`config.mk`:
```
export PLATFORM = sky130hd
export DESIGN_NAME = sync_p2p_rx
export DESIGN_NICKNAME = d
export VERILOG_FILES = /design/src/rtl/sync_p2p_rx.sv
export SDC_FILE = /design/constraint.sdc
export NUM_CORES = 1
export LEC_CHECK = 0
export ABC_AREA = 1
export BUFFER_PORTS_ARGS = -buffer_cell sky130_fd_sc_hd__buf_4
export CORE_AREA = 2 2 39 41
export DETAILED_ROUTE_END_ITERATION = 8
export DIE_AREA = 0 0 41 43
export GPL_TIMING_DRIVEN = 0
export PLACE_DENSITY = 0.57
export SLEW_MARGIN = 20
export SYNTH_ARGS = -nofsm -noshare
export SYNTH_HDL_FRONTEND = slang
export SYNTH_SLANG_ARGS = --single-unit
```
`constraint.sdc`:
```
create_clock -name clk -period 2 [get_ports clk]
set_clock_uncertainty 0.1 [all_clocks]
set_input_delay 0.4 -clock clk [delete_from_list [all_inputs] [get_ports clk]]
set_output_delay 0.4 -clock clk [all_outputs]
set_load 0.005 [all_outputs]
```
`src/rtl/sync_p2p_rx.sv`:
```
// Destination side of the toggle-level pulse crossing: synchronizes a_level, emits pulses, queues events, returns ack.
// Optional statistics outputs (evt_total, drop_total) are enabled by defining SYNC_P2P_RX_STATS_EN.
module sync_p2p_rx #(
    parameter int SYNC_STAGES = 2,
    parameter int CNT_W       = 4,
    parameter int ACK_MODE    = 0
) (
    input  logic             clk,
    input  logic             rst_n,
    input  logic             a_level,
    output logic             ack_level,
    output logic             b_level,
    output logic             b_level_d,
    output logic             b_pulse,
    output logic             evt_valid,
    input  logic             evt_ready,
    output logic [CNT_W-1:0] pend_cnt,
    output logic             overflow,
    input  logic             ovf_clr
`ifdef SYNC_P2P_RX_STATS_EN
    ,
    output logic [15:0]      evt_total,
    output logic [15:0]      drop_total
`endif
);

    logic [SYNC_STAGES-1:0] sync_reg;
    logic                   b_level_d_reg;
    logic [CNT_W-1:0]       pend_cnt_reg;
    logic                   overflow_reg;
    logic                   ack_reg;
    logic                   inc;
    logic                   dec;
    logic                   full;
    logic                   drop;

    // Pure flop chain: nothing may sit between stages or metastability settling time is lost.
    always_ff @(posedge clk or negedge rst_n) begin
        if (!rst_n) begin
            sync_reg      <= '0;
            b_level_d_reg <= 1'b0;
        end else begin
            sync_reg      <= {sync_reg[SYNC_STAGES-2:0], a_level};
            b_level_d_reg <= sync_reg[SYNC_STAGES-1];
        end
    end

    assign b_level   = sync_reg[SYNC_STAGES-1];
    assign b_level_d = b_level_d_reg;
    assign b_pulse   = b_level ^ b_level_d_reg;

    assign evt_valid = (pend_cnt_reg != '0);
    assign inc       = b_pulse;
    assign dec       = evt_valid & evt_ready;
    assign full      = &pend_cnt_reg;
    assign drop      = inc & ~dec & full;

    always_ff @(posedge clk or negedge rst_n) begin
        if (!rst_n) begin
            pend_cnt_reg <= '0;
            overflow_reg <= 1'b0;
        end else begin
            if (inc && !dec && !full)
                pend_cnt_reg <= pend_cnt_reg + CNT_W'(1);
            else if (dec && !inc)
                pend_cnt_reg <= pend_cnt_reg - CNT_W'(1);

            // A new drop outranks a simultaneous clear so no loss goes unreported.
            if (drop)
                overflow_reg <= 1'b1;
            else if (ovf_clr)
                overflow_reg <= 1'b0;
        end
    end

    assign pend_cnt = pend_cnt_reg;
    assign overflow = overflow_reg;

    generate
        if (ACK_MODE == 0) begin : g_ack_rx
            always_ff @(posedge clk or negedge rst_n) begin
                if (!rst_n)
                    ack_reg <= 1'b0;
                else
                    ack_reg <= b_level_d_reg;
            end
        end else begin : g_ack_consume
            always_ff @(posedge clk or negedge rst_n) begin
                if (!rst_n)
                    ack_reg <= 1'b0;
                else if (dec)
                    ack_reg <= ~ack_reg;
            end
        end
    endgenerate

    assign ack_level = ack_reg;

`ifdef SYNC_P2P_RX_STATS_EN
    logic [15:0] evt_total_reg;
    logic [15:0] drop_total_reg;

    always_ff @(posedge clk or negedge rst_n) begin
        if (!rst_n) begin
            evt_total_reg  <= '0;
            drop_total_reg <= '0;
        end else begin
            if (inc)
                evt_total_reg <= evt_total_reg + 16'd1;
            if (drop)
                drop_total_reg <= drop_total_reg + 16'd1;
        end
    end

    assign evt_total  = evt_total_reg;
    assign drop_total = drop_total_reg;
`endif

endmodule

```
* Word level (Yosys, flattened, before mapping)
Index checks and enable logic that the tools add are counted.
** Cells by class
- Reductions and logical operators :: 10
- Muxes and demuxes :: 4
- Bitwise gates (word level) :: 5
- $add $sub $neg :: 2
** Operator list (number)
- $mux W4 :: 2
- $add A4 B1 Y4 const B :: 1
- $reduce_and A4 Y1 :: 1
- $reduce_bool A2 Y1 :: 2
- $reduce_bool A4 Y1 :: 1
- $sub A4 B1 Y4 const B :: 1
- $and A1 B1 Y1 :: 3
- $logic_and A1 B1 Y1 :: 3
- $logic_not A1 Y1 :: 3
- $mux W1 :: 2
- $not A1 Y1 :: 1
- $xor A1 B1 Y1 :: 1
** Storage, ports and cells
- Output and inout port bits :: 10
- Bits in registers :: 9
- Word-level logic and storage cells :: 26

* Logic depth before layout (Yosys ltp)
- Word-level depth :: 6
- Depth in mapped cells :: 13
- Depth with buffers taken out :: 13

* Least setup slack after synthesis
Ideal clock, no wire load.
- Kind :: register to register
- Start point :: reg pend_cnt_reg[0], in the netlist pend_cnt[0]
- End point :: reg pend_cnt_reg[3], in the netlist pend_cnt[3]
- Data required time :: 1.787 ns
- Buffers on the path :: 0
- Setup slack :: 0.179 ns
- Stages on the path, launching flop included :: 13
- Arrival :: 1.608 ns
- Cell sequence :: dfrtp_1 nor2_2 nand2_2 nand2_4 nand3_4 ha_1 nand2_1 nand2_1 a21o_1 nand2_2 nand3_1 nand2_1 inv_1
** On the way
- Word-level cells in the longest chain between the ends :: 6
- Elaborated cells between the ends (all ways) :: 13
** Ends and longest elaborated chain
- from (decl) :: RTL line 29 : logic [CNT_W-1:0] pend_cnt_reg;
- from (signal assigned) :: RTL line 64 : pend_cnt_reg <= pend_cnt_reg + CNT_W'(1);
- from (signal assigned) :: RTL line 66 : pend_cnt_reg <= pend_cnt_reg - CNT_W'(1);
- $reduce_bool A4 Y1 (*) :: RTL line 52 : assign evt_valid = (pend_cnt_reg != '0);
- named net evt_valid :: RTL line 15 : output logic evt_valid,
- $and A1 B1 Y1 (*) :: RTL line 54 : assign dec = evt_valid & evt_ready;
- $logic_not A1 Y1 :: RTL line 63 : if (inc && !dec && !full)
- $logic_and A1 B1 Y1 (2 in a row) :: RTL line 63
- $mux W4 or $reduce_bool A2 Y1 (tied branches)
Mark *: on every way through the listed nets, which the timed path passes. The rest lies on a longest branch. The select of a mux whose other input is x is not followed.
A chain may end at the register's enable or synchronous reset.

* Final worst setup path
- Start point :: reg pend_cnt_reg[0], in the netlist pend_cnt[0]
- End point :: reg pend_cnt_reg[3], in the netlist pend_cnt[3]
** On the way
- Word-level cells in the longest chain between the ends :: 6
- Elaborated cells between the ends (all ways) :: 13
** Ends and longest elaborated chain
- branches (longest 6 deep; another with $sub A4 B1 Y4)
Parallel ways; which one is timed is not known. The select of a mux whose other input is x is not followed.

==> results by group <==
Detailed routing
  • Final WL: 921 microns
  • Final ANT Viol Nets: 0
  • Vias: 415
  • Drt pass-1 iters: 2
  • Vias per cell: 4.560
  • Post-DR wirelength/cell: 10.12 microns
  • 1st-iter DRT viols: 4
  • DRC violations left: 0

GRT
  • Overflow after GRT: 0
  • GRT Resource Usage Total: 0.1261
  • Number of global-route vias before repair: 351
  • First-pass GRT wire length: 1414 microns
  • Initial antenna violation count: 0
  • Largest net degree at the start of global routing: 10

Yosys
  • Seq/Total Area, Yosys: 0.4651
  • Register bit total from synthesis: 9
  • Number of distinct library cells after synthesis: 19
  • Yosys warnings: 0
  • Main combinational cell family by area after synthesis: simple AND/OR/NAND/NOR gates
  • Proportion of synthesized area in mux cells: 0
  • Post-Syn Nets: 56
  • Post-Synth Adder-Cell Area: 0.09302
  • Compound-Gate Fraction of Synth Area: 0.04910
  • Mapped Cells: 48
  • Synth Area in XOR/XNOR: 0.05426
  • Mapped Avg Cell Area: 10.09 sq um
  • Cell Area, Synth: 484.2 sq um
  • Synth Area in Simple Gates: 0.2997

CTS
  • H-tree depth: 1
  • Clk_lat worst skew: 0.26 ns
  • Clock sinks: 9
  • CTS tree: built
  • CTS Root Cell: clkbuf_4
  • Clock slew at reported path FFs: 0.06 ns
  • CTS max path bufs: 2
  • Total CTS buffers: 3

Flow run
  • Max-cap violations: 0

STA
  • Final hold violations: 0
  • Slew Viols, Final: 0
  • Setup violations, final: 0
  • Final period util: 0.9258
  • Highest Clock Rate: 540.0 MHz
  • RSZ-0062 raised after global routing: false
  • Worst slew margin: 0.8628
  • Setup_tns: 0 ns
  • Min setup slack post-route: 0.1483 ns
  • Worst-Margin Slew: 0.2050 ns
  • Tmin final: 1.852 ns

Critical path
  • Crit path kind: reg -> reg
  • Critical-path top delay cell: dfrtp_2
  • CP required: 2.06 ns
  • Worst setup SP type: flip-flop
  • CP max FO: 6
  • CP arrival: 1.91 ns
  • Critical Path Max Stage Delay: 0.44 ns
  • Cell mode on critical path: nand2_1
  • CP Cell Sequence: nor2_2, nand2_2, nand2_4, nand3_4, ha_1, a21oi_1, nand2_1, nand2_1, nand2_1, nand2_1, inv_1
  • Critical path capture point type: flip-flop

Cells and area
  • Filler cells: 130
  • Register Area: 229.0 sq um
  • Share of cells above drive strength 1: 0.4933
  • ANT cells: 0
  • Max reg flops: 4
  • Commonest non-fill, non-tap cell in the layout: buf_4
  • Area grow syn2layout: 49.10%
  • Final Non-Filler Cells: 91
  • Most frequent cells in the layout: buf_4, nand2_1, dfrtp_1
  • Multi-input gate area: 252.7 sq um
  • Final nets: 84

Floorplan
  • Total core area: 0.001384 sq mm
  • Die Y-Extent: 43 microns
  • Initial core utilization: 0.3499
  • IO Pins: 15
  • Num rows: 14
  • Die area: 0.001763 sq mm
  • DIE WIDTH: 41 microns

Min path
  • Tightest Hold Check Type: in -> reg

Place
  • Pre-CTS setup slack: 0.06132 ns
  • GPL Wtd Cong: 0.6758
  • Placed insts: 78
  • HPWL Detailed: 658.4 microns
  • I/O Buffers: 14

Pwr
  • Pleak: 0.0003624 uW
  • PD cells: 1358 mW/mm^2
  • Peak VDD IR: 0.0006059 V

Status
  • Status: finished clean
critical path, delay by kind of cell, from the launching register on:
kind / cells / cell delay, ns
fa+ha+maj: 1 / 0.35
buf+inv: 1 / 0.03
simple gates: 8 / 0.66
compound gates: 1 / 0.16
flops: 1 / 0.44
worst paths after layout:
kind                            slack (ns)  cells past startpoint                    start                      end
min in group asynchronous             0.39                      2                    rst_n  pend_cnt[0]$_DFFE_PN0P_
worst min-delay path                  0.14                      1                  a_level    sync_reg[0]$_DFF_PN0_
max in group asynchronous             1.26                      2                    rst_n  pend_cnt[1]$_DFFE_PN0P_
worst min register to register        0.25                      0    sync_reg[0]$_DFF_PN0_    sync_reg[1]$_DFF_PN0_
worst max register to register        0.15                     11  pend_cnt[0]$_DFFE_PN0P_  pend_cnt[3]$_DFFE_PN0P_
worst max-delay path                  0.15                     11  pend_cnt[0]$_DFFE_PN0P_  pend_cnt[3]$_DFFE_PN0P_
layout make-up:
cell class,instances,area share
multi-input combinational,34,0.3501
timing repair buffer,23,0.2426
inverter,5,0.02600
clock buffer,4,0.03640
sequential,9,0.3172
tap,16,0.02773
metal layers:
layer | track usage | up-vias | share of wire
li1 | - | 207 | -
met2 | 0.1813 | 9 | 0.51
met5 | 0 | - | 0
met4 | 0.1200 | 0 | 0.030
met1 | 0.1409 | 195 | 0.41
met3 | 0.03141 | 4 | 0.049
cell usage after synthesis, drive strengths merged:
cell   number  area [sq um]
a21o        1         7.510
a21oi       2         10.01
dfrtp       9         225.2
fa          1         20.02
ha          2         25.02
inv         5         18.77
nand2      14         72.57
nand3       4         37.54
nand4       1         6.260
nor2        5         28.78
o22ai       1         6.260
xnor2       2         17.52
xor2        1         8.760
through the flow:
step	utilization	power, uW	instance area, sq um	hold WS, ns
finish	0.5217	980.5	721.9	0.1435
global route	0.5217	1079	721.9	0.1322
CTS	0.4665	867.4	645.6	0.1368
detailed placement	0.4403	720.8	609.3	0.1307
global placement	0.4403	710.3	609.3	0.1312
floorplan	-	576.2	484.2	0.004409
timing repair:
action | 4_1_cts | 5_1_grt
setup buffers | 0 | 8
gates resized for setup | 0 | 4
hold endpoints to repair | 9 | 0
hold buffers | 1 | 0
setup endpoints to repair | 0 | 1
report_power, final:
group          internal [uW]  total (uW)  switching [uW]
logic                    299         543             244
registers                240         297            57.4
clock network           76.9         140            63.6
total                    616         980             365
cell families after synthesis:
logic type               Yosys count
buffers and inverters              5
XOR/XNOR                           3
adder cells (fa/ha/maj)            3
AND/OR/NAND/NOR                   24
flip-flops                         9
AO/OA/AOI/OAI                      4
Note: power is estimated with default switching activity, not from simulation.
